--- src/rtl/piso_serializer.sv ---
`default_nettype none
// ============================================================================
// Module   : piso_serializer
// Brief    : Double-buffered parallel-in/serial-out shifter; valid/ready word
//            input, one bit per shift_en strobe. Define PISO_PARITY_EN to
//            append a parity bit after the data bits.
// Revision : 1.0 - initial release
// ============================================================================
module piso_serializer #(
    parameter  int DATA_W     = 8,
    parameter  int MSB_FIRST  = 0,
    parameter  int IDLE_LEVEL = 1,
    parameter  int PARITY_ODD = 0,
`ifdef PISO_PARITY_EN
    localparam int c_FRAME_W  = DATA_W + 1,
`else
    localparam int c_FRAME_W  = DATA_W,
`endif
    localparam int c_CNT_W    = $clog2(c_FRAME_W + 1)
) (
    input  logic               clk,
    input  logic               rst,
    input  logic               in_valid,
    output logic               in_ready,
    input  logic [DATA_W-1:0]  in_data,
    input  logic               shift_en,
    output logic               ser_out,
    output logic               busy,
    output logic [c_CNT_W-1:0] bit_cnt,
    output logic               done
);

    localparam logic [0:0]         c_ST_IDLE  = 1'b0;
    localparam logic [0:0]         c_ST_SHIFT = 1'b1;
    localparam logic               c_IDLE_BIT = (IDLE_LEVEL != 0);
    localparam logic [c_CNT_W-1:0] c_LAST     = c_CNT_W'(c_FRAME_W);

    logic [0:0]         r_state;
    logic [DATA_W-1:0]  r_hold;
    logic [DATA_W-1:0]  r_sreg;
    logic               r_hold_full;
    logic               r_ser;
    logic               r_done;
    logic [c_CNT_W-1:0] r_cnt;

    logic w_load;
    logic w_data_bit;
    logic w_next_bit;
    logic w_first_bit;

    // Hold -> shift register transfer: immediately from IDLE, or at the end
    // of the final bit period so consecutive words stream without a gap.
    assign w_load = r_hold_full &&
                    ((r_state == c_ST_IDLE) || (shift_en && (r_cnt == c_LAST)));

    always_comb begin
        w_data_bit = 1'b0;
        for (int i = 0; i < DATA_W; i++) begin
            if (r_cnt == c_CNT_W'(i)) begin
                w_data_bit = (MSB_FIRST != 0) ? r_sreg[DATA_W-1-i] : r_sreg[i];
            end
        end
    end

    assign w_first_bit = (MSB_FIRST != 0) ? r_hold[DATA_W-1] : r_hold[0];

`ifdef PISO_PARITY_EN
    logic r_par;
    logic w_hold_par;

    // Parity is latched with the word so it never depends on shifting state.
    assign w_hold_par = (^r_hold) ^ (PARITY_ODD != 0);
    assign w_next_bit = (r_cnt == c_CNT_W'(DATA_W)) ? r_par : w_data_bit;

    always_ff @(posedge clk) begin
        if (w_load) begin
            r_par <= w_hold_par;
        end
    end
`else
    logic w_unused_parity_cfg;

    assign w_unused_parity_cfg = (PARITY_ODD != 0);
    assign w_next_bit          = w_data_bit;
`endif

    always_ff @(posedge clk) begin
        if (in_valid && !r_hold_full) begin
            r_hold <= in_data;
        end
        if (w_load) begin
            r_sreg <= r_hold;
        end
    end

    always_ff @(posedge clk) begin
        if (rst) begin
            r_state     <= c_ST_IDLE;
            r_hold_full <= 1'b0;
            r_ser       <= c_IDLE_BIT;
            r_cnt       <= '0;
            r_done      <= 1'b0;
        end else begin
            r_done <= 1'b0;
            if (in_valid && !r_hold_full) begin
                r_hold_full <= 1'b1;
            end else if (w_load) begin
                r_hold_full <= 1'b0;
            end

            case (r_state)
                c_ST_IDLE: begin
                    r_ser <= c_IDLE_BIT;
                    if (r_hold_full) begin
                        r_state <= c_ST_SHIFT;
                        r_cnt   <= '0;
                    end
                end
                default: begin
                    if (shift_en) begin
                        if (r_cnt != c_LAST) begin
                            r_ser <= w_next_bit;
                            r_cnt <= r_cnt + c_CNT_W'(1);
                        end else begin
                            r_done <= 1'b1;
                            if (r_hold_full) begin
                                r_ser <= w_first_bit;
                                r_cnt <= c_CNT_W'(1);
                            end else begin
                                r_ser   <= c_IDLE_BIT;
                                r_cnt   <= '0;
                                r_state <= c_ST_IDLE;
                            end
                        end
                    end
                end
            endcase
        end
    end

    assign in_ready = !r_hold_full;
    assign ser_out  = r_ser;
    assign busy     = (r_state == c_ST_SHIFT);
    assign bit_cnt  = r_cnt;
    assign done     = r_done;

endmodule
`default_nettype wire

--- config.mk ---
export PLATFORM = sky130hd
export DESIGN_NAME = piso_serializer
export DESIGN_NICKNAME = d
export VERILOG_FILES = /design/src/rtl/piso_serializer.sv
export SDC_FILE = /design/constraint.sdc
export NUM_CORES = 1
export LEC_CHECK = 0
export CORE_MARGIN = 2
export CORE_UTILIZATION = 44
export CTS_CLUSTER_SIZE = 40
export DETAILED_ROUTE_END_ITERATION = 16
export PLACE_DENSITY_LB_ADDON = 0.25
export RECOVER_POWER = 50
export SLEW_MARGIN = 5
export SYNTH_ARGS = -nofsm -noshare
export SYNTH_HDL_FRONTEND = slang
export SYNTH_SLANG_ARGS = --single-unit
--- constraint.sdc ---
create_clock -name clk -period 1.7 [get_ports clk]
set_input_delay 0.17 -clock clk [delete_from_list [all_inputs] [get_ports clk]]
set_output_delay 0.17 -clock clk [all_outputs]
set_load 0.005 [all_outputs]
== Word-level counts from Yosys, hierarchy flattened ==
Cells that the tools add are included.
Operators by class
  add/subtract/negate cells: 1
  muxes and demuxes: 22
  bitwise gates (word level): 2
  reduce and logical (&&, ||, !) cells: 11
  equal/unequal tests: 10
Operators with widths (count)
  1-bit 2-to-1 mux: 18
  4-bit by 3-bit equality test with 1-bit output, second input constant: 4
  4-bit 2-to-1 mux: 4
  4-bit by 2-bit equality test with 1-bit output, second input constant: 2
  4-bit by 1-bit adder with 4-bit output, second input constant: 1
  4-bit by 1-bit equality test with 1-bit output, second input constant: 1
  4-bit equality test, second input constant: 1
  4-bit zero test: 1
  4-bit inequality test, second input constant: 1
  2-bit nonzero test: 2
  1-bit logical AND: 3
  3-bit OR reduction: 1
  2-bit inequality test, second input constant: 1
  1-bit NOT: 2
  2-bit AND reduction: 1
  2-bit OR reduction: 1
  1-bit zero test: 1
  1-bit logical OR: 1
Storage, ports and cells
  bits of input ports: 12
  word-level logic and storage cells: 53
  output and inout bits: 8
  flip-flop bits (word level): 24

== Longest topological paths before layout ==
  word-level depth: 10
  gate-level depth with buffers: 6

== Worst setup path after synthesis ==
OpenSTA, ideal clock, no wires.
  path type: reg2reg
  from: reg r_cnt[0] (netlist: bit_cnt[0])
  to: reg r_sreg[0] (enable)
  path buffers: 0
  period minus slack after synthesis: 1741 ps
  setup time: 375 ps
  arrival: 1366 ps
  path slack: -41 ps
  stages on the path, launching flop included: 6
  cell sequence: dfxtp_1 > inv_1 > ha_1 > and3b_4 > nand2_1 > a21oi_1
On the way
  longest elaborated chain between the ends: 4
RTL lines
  start: declaration: RTL line 44  | logic [c_CNT_W-1:0] r_cnt;
  start signal: assignment: RTL line 123  | r_cnt <= r_cnt + c_CNT_W'(1);
  start signal: assignment: RTL line 128  | r_cnt <= c_CNT_W'(1);
  4-bit equality test: RTL line 54  | ((r_state == c_ST_IDLE) || (shift_en && (r_cnt == c_LAST)));
  1-bit logical AND: RTL line 54
  1-bit logical OR: RTL line 54
  1-bit logical AND: RTL line 53  | assign w_load = r_hold_full &&
  named net w_load: RTL line 46  | logic w_load;
  end signal: assignment: RTL line 92  | r_sreg <= r_hold;
  end: declaration: RTL line 40  | logic [DATA_W-1:0] r_sreg;
The timed path passes the listed nets, and every way through them passes these cells.
A chain may end at the register's enable or synchronous reset.

== Final worst setup path ==
  from: reg r_cnt[1] (netlist: bit_cnt[1])
  to: reg r_cnt[2] (netlist: bit_cnt[2])
On the way
  longest elaborated chain between the ends: 4
  elaborated cells between the ends (all ways): 5
RTL lines
  4-bit by 1-bit adder with 4-bit output / 4-bit inequality test (equally long branches): RTL line 123, 121
  4-bit 2-to-1 mux (*): RTL line 121  | if (r_cnt != c_LAST) begin
  4-bit 2-to-1 mux (*): RTL line 120  | if (shift_en) begin
  4-bit 2-to-1 mux (*): RTL line 111  | case (r_state)
Mark *: on every way between the ends. The rest lies on a longest branch, timed or not. The select of a mux whose other input is x is not followed.

==> flow_metrics.env <==
export IMPL_synth_most_common_cell="edfxtp_1"
export IMPL_crit_required_ps=1950
export IMPL_worst_path_max_fanout=6
export IMPL_relSlewSlack=0.720
export IMPL_cts_made_buffers=3
export IMPL_seq_area_um2=643
export IMPL_wirelength_met1_um=751
export IMPL_cts_hold_buf=0
export IMPL_die_y_um=51.5
export IMPL_clk_pin_slew_ps=130
export IMPL_antenna_found_initial=0
export IMPL_p_per_area_nw_per_um2=893
export IMPL_fillers=186
export IMPL_hold_violations=0
export IMPL_dr_first_iter_drc_count=9
export IMPL_fin_nets=119
export IMPL_routed_top_layer="met4"
export IMPL_min_path_type="reg -> reg"
export IMPL_drive_gt1_frac=0.176
export IMPL_finClkSkew_ps=4.93
export IMPL_multiInputGateArea_um2=329
export IMPL_dr_pass1_iters=4
export IMPL_syn_nets=92
export IMPL_crit_arrival_ps=1860
export IMPL_area_delta_synth_final_pct=31.1
export IMPL_cts_tree="done"
export IMPL_synth_commonest_cells="edfxtp_1, dfxtp_1, a21oi_1, nor2_1"
export IMPL_rows=17
export IMPL_viasPerCell=5.14
export IMPL_cts_root_buf="clkbuf_4"
export IMPL_rsz0062_at_grt="no"
export IMPL_grt_start_max_net_pins=15
export IMPL_drv_cap=0
export IMPL_path_cells="inv_1 -> ha_1 -> and3b_4 -> or4b_1 -> a21oi_1"
export IMPL_finalCritPeriodShare=0.951
export IMPL_synth_edff_count=16
export IMPL_netlist_top_cells_area="edfxtp_1, dfxtp_1, ha_1"
export IMPL_drc=0
export IMPL_tightest_slew_ps=420
export IMPL_p_total_mw=1.16
export IMPL_synth_top_cell_by_area="edfxtp_1"
export IMPL_cp_end_kind="flip-flop"
export IMPL_via_count=668
export IMPL_holdWs_ps=431
export IMPL_synthCells=76
export IMPL_grt_usage=0.160
export IMPL_grt_pass1_wl_um=3010
export IMPL_yosysUniqueCellTypes=27
export IMPL_reg2regPathDepth=5
export IMPL_initial_utilization=0.458
export IMPL_io_pins=20
export IMPL_overflow=0
export IMPL_wl_um=1790
export IMPL_htreeDepth=1
export IMPL_critical_path_class="reg -> reg"
export IMPL_cp_start_kind="flip-flop"
export IMPL_post_route_util=0.600
export IMPL_dieArea_um2=2650
export IMPL_synth_warnings=0
export IMPL_ys_seq_area_frac=0.645
export IMPL_setup_viol=0
export IMPL_wl_per_cell_um=13.7
export IMPL_cts_setup_buffers=0
export IMPL_status="complete, no violations"
export IMPL_slew_viol_final=0
export IMPL_max_freq_mhz=618
export IMPL_hold_depth=0
export IMPL_cts_max_path_buffers=2
export IMPL_clk_latency_ps=310
export IMPL_place_congestion=0.847
export IMPL_core_um2=2170
export IMPL_critPathMaxStageDelay_ps=510
export IMPL_synth_seq_cells=24
export IMPL_cp_slowest_cell="or4b_1"
export IMPL_cts_repair_resized=0
export IMPL_syn_cell_area_um2=993
export IMPL_leakagePower_nw=0.451
export IMPL_io_buffer_count=19
export IMPL_synth_async_reset_ratio=0
export IMPL_avgSynthCellArea_um2=13.1
export IMPL_wl_met3_um=90
export IMPL_ir_drop_v=0.000792
export IMPL_cts_sinks=24
export IMPL_wl_met2_um=927
export IMPL_fin_crit_ps=1620
export IMPL_fin_tns_setup_ps=0
export IMPL_ant_nets=0
export IMPL_synth_ff_type="edfxtp_1"
export IMPL_die_w_um=51.5
export IMPL_diodes=0
export IMPL_grt_pass1_vias=687
export IMPL_post_dp_hpwl_um=1310
export IMPL_yosys_area_top_type_share=0.484
-- placed cells by master (no fill, tap or decap), drive strengths merged, types with 4 or more instances in the layout --
master	Yosys	routed
a21oi	6	6
buf	2	5
clkbuf	1	4
clkdlybuf4s50	0	11
dfxtp	8	8
dlygate4sd3	0	8
edfxtp	16	16
ha	4	4
nor2	5	5
o21ai	4	4
-- cell type report --
cell class / count / share of cell area
Sequential cell: 24 / 0.494
Multi-Input combinational cell: 46 / 0.253
Timing Repair Buffer: 25 / 0.178
Tap cell: 28 / 0.0269
Clock inverter: 1 / 0.0231
Clock buffer: 3 / 0.0173
Inverter: 3 / 0.00865
-- cell families (layout without fill, tap and decap cells) --
logic type | count (synthesis) | in the layout | share of synthesized area
multiplexers | 4 | 4 | 0.0428
buffers and inverters | 6 | 32 | 0.0302
AO/OA/AOI/OAI | 17 | 17 | 0.106
adder cells (fa/ha/maj) | 4 | 4 | 0.0504
flip-flops | 24 | 24 | 0.645
AND/OR/NAND/NOR | 21 | 21 | 0.126
-- power by group --
group          switching (mW)  internal (mW)  leakage [nW]
sequential            0.00907          0.652         0.217
combinational          0.0458         0.0505         0.206
clock                   0.167          0.238        0.0279
-- worst max-delay path: cells and delay by family (launching register included) --
kind	cells	cell delay [ps]
buffers and inverters	1	80
AO/OA/AOI/OAI	1	170
flip-flops	1	410
adder cells (fa/ha/maj)	1	190
AND/OR/NAND/NOR	2	710
-- state kept, by name (all words and copies together) (netlist names) --
register / cells
bit_cnt: 4
busy: 1
done: 1
r_hold: 8
r_hold_full: 1
r_sreg: 8
ser_out: 1
-- path summary, 6_finish.rpt --
| kind | start | end | slack [ps] |
|---|---|---|---|
| setup / recovery | bit_cnt[1] | bit_cnt[2] | 80 |
| hold / removal | r_hold[4] | r_sreg[4] | 430 |
| setup reg to reg | bit_cnt[1] | bit_cnt[2] | 80 |
| hold reg to reg | r_hold[4] | r_sreg[4] | 430 |
-- through the flow --
step | instance area, um^2 | std cells | worst slack (ps)
finish | 1300 | 130 | 83.1
global route | 1300 | 130 | 11.8
CTS | 1300 | 130 | 17.8
detailed placement | 1250 | 126 | 53.4
global placement | 1250 | 126 | 119
floorplan | 997 | 76 | 140
-- layer usage --
layer,vias to the layer above,GRT usage
met5,-,0
met4,0,0.0526
met3,2,0.0603
met2,16,0.274
met1,316,0.183
li1,334,-
No activity file was read; power rests on OpenSTA's default activity.
